`src/rtl/ntru_pkg.sv`:
```
// Shared constants and types for the NTRU-HRSS trit serialization path.
package ntru_pkg;

   localparam int unsigned N_COEF      = 701;
   localparam int unsigned TRIT_W      = 2;
   localparam int unsigned GROUP_TRITS = 5;
   localparam int unsigned N_GROUPS    = (N_COEF + GROUP_TRITS - 1) / GROUP_TRITS;
   localparam int unsigned GRP_W       = TRIT_W * GROUP_TRITS;

   typedef enum logic [TRIT_W-1:0] {
      T_ZERO = 2'b00,
      T_POS  = 2'b01,
      T_NEG  = 2'b10
   } trit_e;

   typedef logic [GRP_W-1:0] grp_t;

   // The unused 11 code point is stored as zero; the caller flags it separately.
   function automatic trit_e trit_sanitize(logic [TRIT_W-1:0] t);
      return (t == 2'b11) ? T_ZERO : trit_e'(t);
   endfunction

endpackage

```
`src/rtl/grp_out_reg.sv`:
```
// Held output register for completed trit groups: valid/ready hold and drain,
// last-group qualifier and the registered end-of-polynomial pulse.
module grp_out_reg
   import ntru_pkg::*;
(
   input  logic             clk,
   input  logic             rst,
   input  logic             load,
   input  logic [GRP_W-1:0] load_grp,
   input  logic             load_last,
   input  logic             out_ready,
   output logic             free,
   output logic             out_valid,
   output logic [GRP_W-1:0] out_grp,
   output logic             out_last,
   output logic             poly_done
);

   logic             valid_q;
   logic [GRP_W-1:0] grp_q;
   logic             last_q;
   logic             done_q;

   assign free      = ~valid_q | out_ready;
   assign out_valid = valid_q;
   assign out_grp   = grp_q;
   assign out_last  = last_q;
   assign poly_done = done_q;

   always_ff @(posedge clk or negedge rst) begin
      if (!rst) begin
         valid_q <= 1'b0;
         grp_q   <= '0;
         last_q  <= 1'b0;
         done_q  <= 1'b0;
      end else begin
         done_q <= valid_q & out_ready & last_q;
         if (load) begin
            valid_q <= 1'b1;
            grp_q   <= load_grp;
            last_q  <= load_last;
         end else if (valid_q && out_ready) begin
            valid_q <= 1'b0;
         end
      end
   end

endmodule

```
`src/rtl/trit_group_packer.sv`:
```
// Collects one trit per cycle into 5-trit groups, zero-pads the last group of
// each polynomial and hands groups to a held output register with backpressure.
module trit_group_packer #(
   parameter int unsigned N_COEF = ntru_pkg::N_COEF
) (
   input  logic       clk,
   input  logic       rst,
   input  logic       in_valid,
   output logic       in_ready,
   input  logic [1:0] in_trit,
   output logic       out_valid,
   input  logic       out_ready,
   output logic [9:0] out_grp,
   output logic       out_last,
   output logic       poly_done,
   output logic       err
);

   import ntru_pkg::*;

   localparam int unsigned CW = (N_COEF > 1) ? $clog2(N_COEF) : 1;
   localparam logic [CW-1:0] LAST_IDX = CW'(N_COEF - 1);
   localparam logic [2:0] LAST_SLOT = 3'(GROUP_TRITS - 1);

   logic [2:0]    slot_q;
   logic [CW-1:0] coef_q;
   grp_t          acc_q;
   logic          pending_q;
   logic          pend_last_q;
   logic          err_q;

   grp_t  acc_new;
   grp_t  load_grp;
   trit_e trit_w;
   logic  accept;
   logic  is_last;
   logic  complete;
   logic  free;
   logic  load;
   logic  load_last;

   assign in_ready  = ~pending_q;
   assign err       = err_q;
   assign accept    = in_valid & ~pending_q;
   assign is_last   = (coef_q == LAST_IDX);
   assign complete  = accept & ((slot_q == LAST_SLOT) | is_last);
   assign load      = (complete | pending_q) & free;
   assign trit_w    = trit_sanitize(in_trit);
   assign load_grp  = pending_q ? acc_q : acc_new;
   assign load_last = pending_q ? pend_last_q : is_last;

   always_comb begin
      acc_new = acc_q;
      for (int i = 0; i < GROUP_TRITS; i++) begin
         if (slot_q == 3'(i)) acc_new[TRIT_W*i +: TRIT_W] = trit_w;
      end
   end

   always_ff @(posedge clk or negedge rst) begin
      if (!rst) begin
         slot_q      <= '0;
         coef_q      <= '0;
         acc_q       <= '0;
         pending_q   <= 1'b0;
         pend_last_q <= 1'b0;
         err_q       <= 1'b0;
      end else if (accept) begin
         if (in_trit == 2'b11) err_q <= 1'b1;
         if (complete) begin
            slot_q <= '0;
            coef_q <= is_last ? '0 : coef_q + 1'b1;
            // A group that cannot move out stays parked here and blocks input.
            if (load) begin
               acc_q <= '0;
            end else begin
               acc_q       <= acc_new;
               pending_q   <= 1'b1;
               pend_last_q <= is_last;
            end
         end else begin
            slot_q <= slot_q + 1'b1;
            coef_q <= coef_q + 1'b1;
            acc_q  <= acc_new;
         end
      end else if (pending_q && free) begin
         pending_q <= 1'b0;
         acc_q     <= '0;
      end
   end

   grp_out_reg u_grp_out_reg (
      .clk       (clk),
      .rst       (rst),
      .load      (load),
      .load_grp  (load_grp),
      .load_last (load_last),
      .out_ready (out_ready),
      .free      (free),
      .out_valid (out_valid),
      .out_grp   (out_grp),
      .out_last  (out_last),
      .poly_done (poly_done)
   );

endmodule

```
`config.mk`:
```
export PLATFORM = sky130hd
export DESIGN_NAME = trit_group_packer
export DESIGN_NICKNAME = d
export VERILOG_FILES = /design/src/rtl/ntru_pkg.sv /design/src/rtl/grp_out_reg.sv /design/src/rtl/trit_group_packer.sv
export SDC_FILE = /design/constraint.sdc
export NUM_CORES = 1
export LEC_CHECK = 0
export ABC_CLOCK_PERIOD_IN_PS = 3480
export CAP_MARGIN = 25
export CORE_MARGIN = 2
export CORE_UTILIZATION = 25
export CTS_CLUSTER_SIZE = 16
export DETAILED_ROUTE_END_ITERATION = 6
export SYNTH_ARGS = -nofsm -noshare
export SYNTH_HDL_FRONTEND = slang
export SYNTH_SLANG_ARGS = --single-unit
```
`constraint.sdc`:
```
create_clock -name clk -period 3.48 [get_ports clk]
set_input_delay 0.522 -clock clk [delete_from_list [all_inputs] [get_ports clk]]
set_output_delay 0.522 -clock clk [all_outputs]
set_load 0.05 [all_outputs]
```
* After elaboration in Yosys (flattened, before gate mapping)
Index checks and enable logic that the tools add are counted.
** Operators by class
- Add/subtract/negate cells :: 2
- Equality and inequality tests :: 8
- Multiplexer cells :: 21
- Bitwise logic cells :: 11
- Reductions and logical operators :: 8
** Operator list (number)
- $mux W10 :: 7
- $mux W2 :: 6
- $add A10 B1 Y10 const B :: 1
- $eq A10 B10 Y1 const B :: 1
- $mux W1 :: 7
- $eq A3 B2 Y1 const B :: 2
- $reduce_and A3 Y1 :: 2
- $and A1 B1 Y1 :: 5
- $reduce_bool A2 Y1 :: 2
- $add A3 B1 Y3 const B :: 1
- $eq A3 B1 Y1 const B :: 1
- $eq A3 B3 Y1 const B :: 1
- $logic_not A3 Y1 :: 1
- $mux W3 :: 1
- $not A1 Y1 :: 3
- $or A1 B1 Y1 :: 3
- $eq A2 B2 Y1 const B :: 1
- $logic_and A1 B1 Y1 :: 2
- $ne A2 B1 Y1 const B :: 1
- $ne A2 B2 Y1 const B :: 1
- $reduce_and A2 Y1 :: 1
** Storage, ports and cells
- Bits in registers :: 39
- Input port bits :: 6
- Output and inout port bits :: 15
- Word-level logic and storage cells :: 60

* Depth between registers and ports, before layout
- Depth after elaboration :: 8
- Depth in mapped cells :: 8
- Depth with buffers taken out :: 7

* By module
A second synthesis with hierarchy kept.
** Second synthesis, totals
- Cell total of the unflattened synthesis :: 175
- Area total of the unflattened synthesis :: 2047.0 um2
** Modules (own cells, without submodules)
- trit_group_packer :: times used 1, cells an instance 147, area an instance 1534.0 um2, seq. area each 650.6 um2
- grp_out_reg :: times used 1, cells an instance 28, area an instance 513.0 um2, seq. area each 325.3 um2

* Worst setup path before layout
No wires, ideal clock.
- Path kind :: register to register
- Start :: register coef_q[0]
- End :: register u_grp_out_reg.grp_q[4], in the netlist u_grp_out_reg.out_grp[4]
- Arrival :: 1.681 ns
- Data required time :: 3.358 ns
- Path slack :: 1.677 ns
- Stages on the path, launching flop included :: 9
- Path buffers :: 1
- Period minus slack after synthesis :: 1.803 ns
- Cell sequence :: dfrtp_1 > inv_1 > ha_1 > nand3b_1 > or3_4 > a31o_4 > buf_6 > nand2_1 > o21ai_1
** On the way
- Word-level cells in the longest chain between the ends :: 5
** RTL lines
- start, declared :: line trit_group_packer.sv:26 : logic [CW-1:0] coef_q;
- start signal, assigned :: line trit_group_packer.sv:71 : coef_q <= is_last ? '0 : coef_q + 1'b1;
- start signal, assigned :: line trit_group_packer.sv:82 : coef_q <= coef_q + 1'b1;
- $eq A10 B10 Y1 :: line trit_group_packer.sv:45 : assign is_last = (coef_q == LAST_IDX);
- $or A1 B1 Y1 :: line trit_group_packer.sv:46 : assign complete = accept & ((slot_q == LAST_SLOT) | is_last);
- $and A1 B1 Y1 :: line trit_group_packer.sv:46
- $or A1 B1 Y1 :: line trit_group_packer.sv:47 : assign load = (complete | pending_q) & free;
- $and A1 B1 Y1 :: line trit_group_packer.sv:47
- end signal, assigned :: line grp_out_reg.sv:40 : grp_q <= load_grp;
- end, declared :: line grp_out_reg.sv:20 : logic [GRP_W-1:0] grp_q;
Every way passes these cells.
A chain may end at the register's enable or synchronous reset.

* Worst setup path in the final report
- Start :: register pending_q
- End :: output port in_ready
** On the way
- Word-level cells in the longest chain between the ends :: 1
** RTL lines
- start, declared :: line trit_group_packer.sv:28 : logic pending_q;
- start signal, assigned :: line trit_group_packer.sv:64 : pending_q <= 1'b0;
- start signal, assigned :: line trit_group_packer.sv:77 : pending_q <= 1'b1;
- start signal, assigned :: line trit_group_packer.sv:86 : pending_q <= 1'b0;
- $not A1 Y1 :: line trit_group_packer.sv:42 : assign in_ready = ~pending_q;
- end, declared :: line trit_group_packer.sv:9 : output logic in_ready,
Every way passes these cells.

==> out/metrics.cfg <==
[grt]
grt_max_degree=40
grt-ovfl-total=0
track_usage_pct=10.1
antenna_found_initial=0
grt_pass1_vias=1408
grt_first_pass_wirelength_mm=6.81

[yosys]
synthTopCellsByArea=dfrtp_1 49%, ha_1 4.4%, mux2i_1 4.1%
synthArstFlopShare_pct=100
synth-edff-count=0
postSynthAreaPerCell_sq_um=10.4
yosysSeqAreaShare_pct=49.4
synth.distinct_cells=37
synth_seq_cells=39
yosysTopAreaCell=dfrtp_1
syn_inst=190
ys.flop_type=dfrtp_1
yosysMostFrequentCell=dfrtp_1
synthTopCellsByCount=39 x dfrtp_1, 20 x nand2_1, 14 x nor2_1, 9 x inv_1, 9 x o21ai_2
synth_top_area_share_pct=49.4
synth_area_sq_um=1980
syn_nets=203
synth_warnings=0

[pwr]
powerDensity_nw_per_um2=735
totalPowerFinal_uw=1760
leakagePower_uw=0.00102
vdd_drop_max_uv=150

[timing]
slew_violations=0
setup_violations=0
fin_crit_sh_pct=70.0
fin_worst_skew_ns=0.00237
tightest_slew_ns=0.878
slew_headroom_pct=41.5
rsz0062_at_grt=no
hold_ws_ns=0.341
fmax_ghz=0.411
finalCriticalPeriod_ns=2.44
setup_tns_ns=0
hold_viol_final=0

[drt]
ant_nets=0
dr.pass1.iters=4
via_per_inst=4.49
wirelength_mm=3.90
avgRoutedWirePerCell_microns=12.3
drtIter0Drc=85
drc=0
num_vias=1423

[floorplanning]
ios=21
die_h_microns=92.9
core_sq_um=7690
die_x_microns=92.9
fp.dieArea_sq_um=8640
placement_rows=32
start_util_pct=25.7

[placement]
dp.cells=309
dp_hpwl_mm=2.77
gp_congestion=0.806
io_buffer_count=20

[setup_path]
r2r_end=acc_q[6]
end_kind=output port
r2r-start=coef_q[0]
critPathRequiredTime_ns=2.96
crit_path_max_fanout=10
crit_path_start_kind=register
r2r_cells=7
worst-r2r-setup-slack_ns=1.44
critical_path_arrival_ns=1.91
crit_type=register to output port

[clock_network]
cts_tree=built
clockBufferDepth=2
cts-resized-gates=0
cts_root_buf=clkbuf_8
clk_pin_slew_ns=0.08
cts-hold-fix-buffers=0
cts_buffers=5
cts_setup_buffers=0
clock_sinks=39
cts_max_level=2
insertion_delay_ns=0.29

[min_path]
hp-class=primary input to async pin

[final_layout]
final_net_count=227
fill_cells=812
final_cell_count_no_fill=317
regArea_sq_um=976
diodes=0
drive_gt1_share_pct=12.6
syn2layout_area_growth_pct=21.1
multi_input_area_sq_um=936

[run]
drv_cap=0

[status]
status=completed

## worst max-delay path, cell delays in order, from the launching register on
cell,delay [ns]
dfrtp_1,0.50
inv_1,0.26
clkdlybuf4s50_1,0.85
## worst max-delay path by stage
| stage | start | to | slack, ns | cells past startpoint |
|---|---|---|---|---|
| 2_1_floorplan | coef_q[0] | u_grp_out_reg.out_grp[4] | 1.68 | 8 |
| 3_3_place_gp | in_valid | acc_q[0] | 1.20 | 5 |
| 3_5_place_dp | in_valid | acc_q[3] | 1.14 | 5 |
| 4_1_cts | pending_q | in_ready | 1.03 | 2 |
| 5_1_grt | pending_q | in_ready | 0.96 | 2 |
| 6_report | pending_q | in_ready | 1.04 | 2 |
## sequential cells by signal, indices dropped and copies added, names as in the netlist, 3 cells and up
signal,flops
u_grp_out_reg.out_grp,10
slot_q,3
acc_q,10
coef_q,10
## logic make-up after synthesis
group / share of synthesized area, %
fa+ha+maj: 4.43
mux: 4.05
compound gates: 17.4
simple gates: 17.9
xor+xnor: 3.54
buf+inv: 3.29
flops: 49.4
## stage by stage
stage	instance area, sq um	util (%)	setup WS, ns
2_1_floorplan	1980	-	1.68
3_3_place_gp	2280	29.6	1.20
3_5_place_dp	2280	29.6	1.14
4_1_cts	2390	31.1	1.03
5_1_grt	2390	31.1	0.959
6_report	2390	31.1	1.04
## final cells by class
| cell class | count | area share (%) |
|---|---|---|
| flip-flops and latches | 39 | 40.8 |
| multi-input cells | 138 | 39.1 |
| clock buffers | 6 | 3.45 |
| clock inverters | 2 | 1.46 |
| repair buffers | 21 | 8.47 |
| well taps | 102 | 5.33 |
| inverters | 9 | 1.41 |
## layout by cell type, fill, tap and decap left out, types with 7 or more instances in the layout
cell type	count
dfrtp_1	39
nor2_1	14
o21ai_2	9
and2_1	7
ha_1	7
clkdlybuf4s50_1	19
nand2_1	20
o21ai_0	7
a22o_1	8
inv_1	9
o21ai_1	7
mux2i_1	8
nor2b_1	8
## report_power, final
part	switching, uW	internal, uW
registers	90.3	577
logic	436	257
clock network	167	232
total	693	1070
## routing by layer
metal | vias to the layer above | wire length [microns] | global-route usage [%] | part of all wire (%)
met5 | - | 0 | 0 | 0
met4 | 0 | 68 | 4.41 | 1.7
met3 | 7 | 154 | 2.69 | 3.9
met2 | 26 | 1930 | 16.5 | 49
met1 | 678 | 1750 | 12.6 | 45
li1 | 712 | - | - | -
(Power assumes the default switching activity.)
